--- config.mk ---
export PLATFORM = sky130hd
export DESIGN_NAME = ravan_block_packer_flat
export DESIGN_NICKNAME = d
export VERILOG_FILES = /design/src/rtl/ravan_block_packer_if.sv /design/src/rtl/ravan_block_packer.sv /design/src/flat_wrapper.sv
export SDC_FILE = /design/constraint.sdc
export NUM_CORES = 1
export LEC_CHECK = 0
export ABC_AREA = 1
export CAP_MARGIN = 20
export CORE_MARGIN = 3
export CORE_UTILIZATION = 55
export DETAILED_ROUTE_END_ITERATION = 8
export PLACE_DENSITY = 0.75
export SLEW_MARGIN = 15
export SYNTH_ARGS = -nofsm -noshare
export SYNTH_HDL_FRONTEND = slang
export SYNTH_SLANG_ARGS = --single-unit
--- constraint.sdc ---
create_clock -name clk -period 2.79 [get_ports clk]
set_input_delay 0.4185 -clock clk [delete_from_list [all_inputs] [get_ports clk]]
set_output_delay 0.4185 -clock clk [all_outputs]
set_load 0.05 [all_outputs]
--- src/rtl/ravan_block_packer_if.sv ---
// Byte-in / block-out handshake bundle for the RAVAN block packer.
// slave = packer side, master = host/core side.
interface ravan_block_packer_if;
    logic [7:0]  s_data;
    logic        s_valid;
    logic        s_last;
    logic        s_ready;
    logic [63:0] m_data;
    logic        m_valid;
    logic        m_last;
    logic [3:0]  m_bytes;
    logic        m_ready;

    modport slave (
        input  s_data, s_valid, s_last, m_ready,
        output s_ready, m_data, m_valid, m_last, m_bytes
    );

    modport master (
        output s_data, s_valid, s_last, m_ready,
        input  s_ready, m_data, m_valid, m_last, m_bytes
    );
endinterface

--- src/rtl/ravan_block_packer.sv ---
// Packs a byte stream big-endian into 64-bit blocks and queues them in a small FIFO.
// Defining RAVAN_PAD_EN adds 0x80 terminator padding and the FLUSH pad-block state.
module ravan_block_packer #(
    parameter int DEPTH = 4
) (
    input  logic                       clk,
    input  logic                       rst,
    ravan_block_packer_if.slave        bus,
    output logic [15:0]                frame_cnt
);
    localparam int AW = $clog2(DEPTH);
    localparam logic [AW:0] PTR_ONE = {{AW{1'b0}}, 1'b1};

`ifdef RAVAN_PAD_EN
    typedef enum logic [1:0] {IDLE = 2'd0, FILL = 2'd1, FLUSH = 2'd2} state_t;
`else
    typedef enum logic [1:0] {IDLE = 2'd0, FILL = 2'd1} state_t;
`endif

    state_t      state_r;
    state_t      state_s;
    logic [2:0]  cnt_r;
    logic [2:0]  cnt_s;
    logic [55:0] partial_r;
    logic [55:0] partial_s;

    logic [2:0]  lane_s;
    logic [63:0] word_s;
    logic [63:0] push_data_s;
    logic [3:0]  push_bytes_s;
    logic        push_last_s;
    logic        push_req_s;

    logic [63:0] mem_data_r  [DEPTH];
    logic [3:0]  mem_bytes_r [DEPTH];
    logic        mem_last_r  [DEPTH];
    logic [AW:0] wr_ptr_r;
    logic [AW:0] rd_ptr_r;
    logic [AW:0] wr_ptr_s;
    logic [AW:0] rd_ptr_s;

    logic        full_s;
    logic        empty_s;
    logic        full_nxt_s;
    logic        accept_s;
    logic        push_s;
    logic        pop_s;
    logic        s_ready_r;
    logic [15:0] frame_cnt_r;

    assign full_s   = (wr_ptr_r[AW] != rd_ptr_r[AW]) && (wr_ptr_r[AW-1:0] == rd_ptr_r[AW-1:0]);
    assign empty_s  = (wr_ptr_r == rd_ptr_r);
    assign accept_s = bus.s_valid && s_ready_r;
    assign push_s   = push_req_s && !full_s;
    assign pop_s    = !empty_s && bus.m_ready;
    assign wr_ptr_s = push_s ? (wr_ptr_r + PTR_ONE) : wr_ptr_r;
    assign rd_ptr_s = pop_s  ? (rd_ptr_r + PTR_ONE) : rd_ptr_r;
    assign full_nxt_s = (wr_ptr_s[AW] != rd_ptr_s[AW]) && (wr_ptr_s[AW-1:0] == rd_ptr_s[AW-1:0]);

    // FSM state register
    always_ff @(posedge clk or negedge rst) begin
        if (!rst) begin
            state_r <= IDLE;
        end else begin
            state_r <= state_s;
        end
    end

    // FSM next-state logic
    always_comb begin
        state_s = state_r;
        case (state_r)
            IDLE, FILL: begin
                if (accept_s && (bus.s_last || (cnt_r == 3'd7))) begin
`ifdef RAVAN_PAD_EN
                    if (bus.s_last && (cnt_r == 3'd7)) begin
                        state_s = FLUSH;
                    end else begin
                        state_s = IDLE;
                    end
`else
                    state_s = IDLE;
`endif
                end else if (accept_s) begin
                    state_s = FILL;
                end else begin
                    state_s = state_r;
                end
            end
`ifdef RAVAN_PAD_EN
            FLUSH: begin
                if (!full_s) begin
                    state_s = IDLE;
                end else begin
                    state_s = FLUSH;
                end
            end
`endif
            default: state_s = IDLE;
        endcase
    end

    // FSM outputs: assemble the outgoing word and decide push / partial update
    always_comb begin
        lane_s = 3'd7 - cnt_r;
        word_s = {partial_r, 8'h00};
        word_s[{lane_s, 3'b000} +: 8] = bus.s_data;
`ifdef RAVAN_PAD_EN
        // Terminator goes in the lane right after the final data byte, if one is left.
        word_s = word_s | ((bus.s_last && (lane_s != 3'd0))
                           ? ({56'd0, 8'h80} << {lane_s - 3'd1, 3'b000}) : 64'd0);
`endif
        push_req_s   = 1'b0;
        push_data_s  = word_s;
        push_bytes_s = {1'b0, cnt_r} + 4'd1;
        push_last_s  = bus.s_last;
        cnt_s        = cnt_r;
        partial_s    = partial_r;
        case (state_r)
            IDLE, FILL: begin
                if (accept_s && (bus.s_last || (cnt_r == 3'd7))) begin
                    push_req_s = 1'b1;
                    cnt_s      = 3'd0;
                    partial_s  = 56'd0;
`ifdef RAVAN_PAD_EN
                    if (cnt_r == 3'd7) begin
                        push_last_s = 1'b0;
                    end else begin
                        push_last_s = bus.s_last;
                    end
`endif
                end else if (accept_s) begin
                    cnt_s     = cnt_r + 3'd1;
                    partial_s = word_s[63:8];
                end else begin
                    cnt_s     = cnt_r;
                    partial_s = partial_r;
                end
            end
`ifdef RAVAN_PAD_EN
            FLUSH: begin
                push_req_s   = !full_s;
                push_data_s  = 64'h8000_0000_0000_0000;
                push_bytes_s = 4'd0;
                push_last_s  = 1'b1;
            end
`endif
            default: begin
                cnt_s     = 3'd0;
                partial_s = 56'd0;
            end
        endcase
    end

    // Partial block and byte count
    always_ff @(posedge clk or negedge rst) begin
        if (!rst) begin
            cnt_r     <= 3'd0;
            partial_r <= 56'd0;
        end else begin
            cnt_r     <= cnt_s;
            partial_r <= partial_s;
        end
    end

    // FIFO storage
    always_ff @(posedge clk or negedge rst) begin
        if (!rst) begin
            for (int i = 0; i < DEPTH; i++) begin
                mem_data_r[i]  <= 64'd0;
                mem_bytes_r[i] <= 4'd0;
                mem_last_r[i]  <= 1'b0;
            end
        end else if (push_s) begin
            mem_data_r[wr_ptr_r[AW-1:0]]  <= push_data_s;
            mem_bytes_r[wr_ptr_r[AW-1:0]] <= push_bytes_s;
            mem_last_r[wr_ptr_r[AW-1:0]]  <= push_last_s;
        end
    end

    // FIFO pointers and the registered s_ready, computed from next-cycle occupancy/state
    always_ff @(posedge clk or negedge rst) begin
        if (!rst) begin
            wr_ptr_r  <= '0;
            rd_ptr_r  <= '0;
            s_ready_r <= 1'b0;
        end else begin
            wr_ptr_r  <= wr_ptr_s;
            rd_ptr_r  <= rd_ptr_s;
`ifdef RAVAN_PAD_EN
            s_ready_r <= !full_nxt_s && (state_s != FLUSH);
`else
            s_ready_r <= !full_nxt_s;
`endif
        end
    end

    // Completed-frame counter, wraps naturally at 16 bits
    always_ff @(posedge clk or negedge rst) begin
        if (!rst) begin
            frame_cnt_r <= 16'd0;
        end else if (pop_s && mem_last_r[rd_ptr_r[AW-1:0]]) begin
            frame_cnt_r <= frame_cnt_r + 16'd1;
        end
    end

    assign bus.s_ready = s_ready_r;
    assign bus.m_valid = !empty_s;
    assign bus.m_data  = empty_s ? 64'd0 : mem_data_r[rd_ptr_r[AW-1:0]];
    assign bus.m_bytes = empty_s ? 4'd0  : mem_bytes_r[rd_ptr_r[AW-1:0]];
    assign bus.m_last  = empty_s ? 1'b0  : mem_last_r[rd_ptr_r[AW-1:0]];
    assign frame_cnt   = frame_cnt_r;

endmodule

--- src/flat_wrapper.sv ---
// flat-port wrapper written by rule: the top's interface ports become plain ports
module ravan_block_packer_flat 
#(
    parameter int DEPTH = 4
)
  (clk, rst, frame_cnt, bus_s_data, bus_s_valid, bus_s_last, bus_m_ready, bus_s_ready, bus_m_data, bus_m_valid, bus_m_last, bus_m_bytes);
  ravan_block_packer_if bus_i ();
  input  logic clk;
  input  logic rst;
  output logic [15:0] frame_cnt;
  input wire logic [$bits(bus_i.s_data)-1:0] bus_s_data;
  input wire logic [$bits(bus_i.s_valid)-1:0] bus_s_valid;
  input wire logic [$bits(bus_i.s_last)-1:0] bus_s_last;
  input wire logic [$bits(bus_i.m_ready)-1:0] bus_m_ready;
  output wire logic [$bits(bus_i.s_ready)-1:0] bus_s_ready;
  output wire logic [$bits(bus_i.m_data)-1:0] bus_m_data;
  output wire logic [$bits(bus_i.m_valid)-1:0] bus_m_valid;
  output wire logic [$bits(bus_i.m_last)-1:0] bus_m_last;
  output wire logic [$bits(bus_i.m_bytes)-1:0] bus_m_bytes;
  assign bus_i.s_data = bus_s_data;
  assign bus_i.s_valid = bus_s_valid;
  assign bus_i.s_last = bus_s_last;
  assign bus_i.m_ready = bus_m_ready;
  assign bus_s_ready = bus_i.s_ready;
  assign bus_m_data = bus_i.m_data;
  assign bus_m_valid = bus_i.m_valid;
  assign bus_m_last = bus_i.m_last;
  assign bus_m_bytes = bus_i.m_bytes;
  ravan_block_packer #(.DEPTH(DEPTH)) u_core (.clk(clk), .rst(rst), .bus(bus_i), .frame_cnt(frame_cnt));
endmodule
# Word-level counts from Yosys, hierarchy flattened
# Cells that the tools add are included.
[op_classes]
bitwise_logic = 2
eq_ne = 8
n_mul = 0
div = 0
shifts = 2
muxes = 35
n_addsub = 7
reduce_logical = 14
n_lt_le_gt_ge = 3
[op_table]
columns = ["operator", "count"]
rows = [
  ["$bwmux 256", 1],
  ["$mux 64", 4],
  ["$mux 56", 3],
  ["$bmux 64 s2", 1],
  ["$demux 64 s2", 1],
  ["$bwmux 64", 1],
  ["$shift 8x8->64 const A", 1],
  ["$shiftx 8x8->64", 1],
  ["$add 16x1->16 const B", 1],
  ["$bwmux 16", 1],
  ["$mux 4", 4],
  ["$mux 3", 5],
  ["$add 3x1->3 const B", 3],
  ["$bmux 4 s2", 1],
  ["$demux 4 s2", 1],
  ["$logic_and 1x1->1", 8],
  ["$neg 6->8", 1],
  ["$ge 3x3->1 const B", 2],
  ["$mux 1", 6],
  ["$mux 2", 3],
  ["$not 2->3", 2],
  ["$add 3x1->4 const B", 1],
  ["$bwmux 4", 1],
  ["$eq 2x2->1", 2],
  ["other kinds (13)", 16],
]
[totals]
romBits = 0
register_bits = 360
out_inout_bits = 87
mem_bits_rw = 0
wordCells = 90
mem_count = 0
input_bits = 13
latchBits = 0

# Logic depth before layout (Yosys ltp)
[logic_depth]
depth_word = 10
ltp_mapped = 11
ltp_nobuf = 11

# Worst setup path after synthesis
# OpenSTA, ideal clock, no wires.
[synth_timing]
path_kind = "reg-to-output"
from = "register u_core.wr_ptr_r[1]"
to = "output port bus_m_data[54]"
path_buffers = 2
stages_incl_launch_ff = 9
arrival_time_ns = 1.990
required_time_ns = 2.372
path_slack_ns = 0.381
cell_sequence = "dfrtp_1 -> inv_1 -> nand2_1 -> nand2_1 -> nand3_1 -> buf_2 -> buf_1 -> nand2_1 -> inv_1"
[synth_via]
elab_chain_len = 2
[synth_lines]
columns = ["item", "line", "rtl"]
rows = [
  ["start, declared", "ravan_block_packer.sv:37", "logic [AW:0] wr_ptr_r;"],
  ["start signal, assigned", "ravan_block_packer.sv:188", "wr_ptr_r <= wr_ptr_s;"],
  ["$eq 3x3->1", "ravan_block_packer.sv:52", "assign empty_s = (wr_ptr_r == rd_ptr_r);"],
  ["$mux 64", "ravan_block_packer.sv:209", "assign bus.m_data = empty_s ? 64'd0 : mem_data_r[rd_ptr_r[AW-1:0]];"],
  ["end, declared", "flat_wrapper.sv:16", "output wire logic [$bits(bus_i.m_data)-1:0] bus_m_data;"],
]
# No other way between the ends.

# Worst setup path in the final report
[layout_timing]
from = "register u_core.rd_ptr_r[0]"
to = "output port bus_m_bytes[0]"
[layout_via]
elab_chain_len = 5
word_cells_on_any_way = 6
cone_classes = "eq/ne: 1; mux: 4; bitwise: 1"
[layout_lines]
columns = ["item", "line", "rtl"]
rows = [
  ["start, declared", "ravan_block_packer.sv:38", "logic [AW:0] rd_ptr_r;"],
  ["start signal, assigned", "ravan_block_packer.sv:189", "rd_ptr_r <= rd_ptr_s;"],
  ["$not 2->3 (implied by the code)", "ravan_block_packer.sv:210", "assign bus.m_bytes = empty_s ? 4'd0 : mem_bytes_r[rd_ptr_r[AW-1:0]];"],
  ["$bmux 4 s2", "ravan_block_packer.sv:210", ""],
  ["$mux 4 (implied by the code) (2 in series)", "ravan_block_packer.sv:210", ""],
  ["$mux 4 (*)", "ravan_block_packer.sv:210", ""],
  ["end, declared", "flat_wrapper.sv:19", "output wire logic [$bits(bus_i.m_bytes)-1:0] bus_m_bytes;"],
]
# Every way passes the cells marked *; elsewhere a longest branch is shown, timed or not. The select of a mux whose other input is x is not followed.

==> results.json <==
{
  "run_status": "completed",
  "final_antenna_net_count": 0,
  "drc": 0,
  "vias": 14097,
  "syn_area_mm2": 0.0165,
  "hold_viol": 0,
  "grt_pass1_wl_um": 69900,
  "ys_top_cells_by_count": "nand2_1 (553), o21ai_0 (408), dfrtp_1 (358), inv_1 (180), nor2_1 (126)",
  "cp-start-kind": "register",
  "postSynthNetCount": 2061,
  "p_switching_mw": 12.3,
  "start_util": 0.567,
  "postSynthAreaPerCell_um2": 8.11,
  "drt_pass1_iterations": 5,
  "synth.distinct_cells": 30,
  "cts_tree": "done",
  "ys_ff_latch": 358,
  "setup_viol": 0,
  "fmax_mhz": 373,
  "cts_buffers": 38,
  "grt_overflow": 0,
  "rsz0062_at_grt": "no",
  "intPower_mw": 13.7,
  "fin_crit_ns": 2.68,
  "post-place-ws_ns": 0.280,
  "htreeDepth": 2,
  "clk_path_buf_depth": 3,
  "power_frac_clock": 0.196,
  "globalplace.congestion": 0.864,
  "cts_root_buffer": "clkbuf_16",
  "cp_max_fo": 96,
  "core_area_mm2": 0.0292,
  "fin_nets": 2112,
  "fp.dieH_um": 179,
  "antenna_found_initial": 0,
  "dieArea_mm2": 0.0322,
  "cp.required_ns": 2.37,
  "crit_end": "bus_m_bytes[0]",
  "slew_headroom": 0.565,
  "synthTopCellsByArea": "dfrtp_1 (54%), nand2_1 (13%), o21ai_0 (12%)",
  "yosys_warnings": 0,
  "finalWirelength_um": 42600,
  "dp_hpwl_um": 25100,
  "ys_seq_area_frac": 0.542,
  "pwr-share-seq": 0.299,
  "hold_path.class": "in -> async",
  "vias_per_cell": 5.63,
  "area_growth_syn_to_layout_pct": 15.4,
  "rr_startpoint": "u_core.cnt_r[0]",
  "drtIter0Drc": 1281,
  "peakVddDrop_uv": 932,
  "fillers": 2462,
  "async_reset_ff_frac": 1.00,
  "grt_pass1_vias": 13460,
  "io_buffers": 99,
  "worst_pin_slew_ns": 0.646,
  "drive_above_1_share": 0.0939,
  "yosysMostFrequentCell": "nand2_1",
  "startpoint": "u_core.rd_ptr_r[0]",
  "endpoint_kind": "output pin",
  "final.setup.tns_ns": 0,
  "p_per_area_mw_per_mm2": 1360,
  "num_rows": 62,
  "r2r-end": "u_core.mem_data_r[175]",
  "comb_power_share": 0.505,
  "swShare": 0.472,
  "synth_flop_cell": "dfrtp_1",
  "setup_slack_ns": 0.107,
  "clock_latency_ns": 0.54,
  "drv_cap": 0,
  "cp_data_arrival_time_ns": 2.26,
  "slew_violations": 0,
  "path_class": "reg -> out",
  "grt_max_degree": 97,
  "yosys.area.top_type": "dfrtp_1",
  "synth_top_area_share": 0.542,
  "p_leak_nw": 9.21,
  "rr_worst_depth": 7,
  "clk_pin_slew_worst_paths_ns": 0.06,
  "wl_per_cell_um": 17.0,
  "grt_usage": 0.269,
  "synth_edf_count": 0,
  "rrSetupSlack_ns": 0.20,
  "synthCells": 2039,
  "cts_sinks": 358,
  "die_w_um": 179,
  "period_share": 0.961,
  "n_antenna_cell": 0,
  "io_pins": 100,
  "skew_ns": 0.0244
}
state kept, by name, indices dropped and copies added, names as in the netlist:
name,flops
u_core.bus.s_ready,1
u_core.mem_data_r,256
u_core.rd_ptr_r,3
u_core.frame_cnt,16
u_core.wr_ptr_r,3
u_core.mem_last_r,4
u_core.partial_r,56
u_core.mem_bytes_r,16
u_core.cnt_r,3
metal layers:
layer  vias up  global-route usage  part of all wire
met3        72              0.0329             0.066
li1       6692                   -                 -
met4         0              0.0612             0.017
met2       519               0.440              0.47
met5         -                   0                 0
met1      6814               0.391              0.45
layout make-up:
| cell class | count | area [µm²] | area share |
|---|---|---|---|
| clock inverters | 9 | 92.6 | 0.00485 |
| clock buffers | 61 | 1190 | 0.0623 |
| flip-flops and latches | 358 | 8960 | 0.470 |
| well taps | 384 | 480 | 0.0252 |
| repair buffers | 140 | 1350 | 0.0706 |
| multi-input cells | 1366 | 6300 | 0.330 |
| inverters | 186 | 706 | 0.0370 |
critical path, cell delays in order, from the launching register on:
cell and delay, ns:
dfrtp_4 0.49, buf_12 0.36, o21ai_0 0.16, o22ai_1 0.30
nand2_1 0.10, inv_1 0.09, buf_4 0.20
power by group through the flow:
| stage | clock (mW) | combinational (mW) | sequential [mW] |
|---|---|---|---|
| after floorplan | 0 | 9.08 | 7.80 |
| after global placement | 0 | 12.8 | 7.75 |
| after detailed placement | 0 | 13.0 | 7.82 |
| after CTS | 5.15 | 13.1 | 7.75 |
| after global routing | 5.36 | 14.4 | 7.97 |
| final | 5.09 | 13.1 | 7.78 |
logic make-up after synthesis:
kind of cell,Yosys count,synth area share
AOI/OAI and AO/OA,613,0.190
xor gates and xnor gates,16,0.00848
adders and majority gates,9,0.00681
buffers and inverters,315,0.0788
DFF,358,0.542
and+or+nand+nor,728,0.174
how the worst min path moves through the flow:
stage | end | slack [ns]
global route | u_core.mem_data_r[127] | 0.49
detailed placement | u_core.mem_data_r[133] | 0.44
finish | u_core.mem_data_r[133] | 0.45
floorplan | u_core.bus.s_ready | 0.12
global placement | u_core.mem_data_r[135] | 0.44
CTS | u_core.mem_data_r[195] | 0.47
layout by cell type (no fill, tap or decap), drive strengths merged, types with 2 or more instances in the layout:
| cell type | n |
|---|---|
| o22ai | 52 |
| xnor2 | 5 |
| nand4 | 2 |
| nand3 | 27 |
| buf | 111 |
| ha | 9 |
| inv | 183 |
| clkdlybuf4s50 | 28 |
| nand2 | 554 |
| clkbuf | 61 |
| nor3 | 8 |
| nor2 | 134 |
| a21oi | 42 |
| dfrtp | 358 |
| clkinv | 11 |
| xor2 | 11 |
| nand3b | 2 |
| o21ai | 519 |
stage by stage:
step	instance area [µm²]	total power, mW	hold slack (ns)	instances	util
detailed placement	17800	20.8	0.440	2433	0.609
floorplan	16500	16.9	0.123	2039	-
global route	19100	27.7	0.490	2504	0.654
global placement	17800	20.5	0.441	2433	0.609
CTS	19100	26.0	0.467	2504	0.653
finish	19100	26.0	0.450	2504	0.654
timing repair:
action,CTS,global route
buffers inserted,0,0
gates resized for setup,2,5
setup endpoints to repair,3,6
pin swaps,0,0
hold buffers,1,0
hold endpoints to repair,64,0
(Power assumes the default switching activity.)
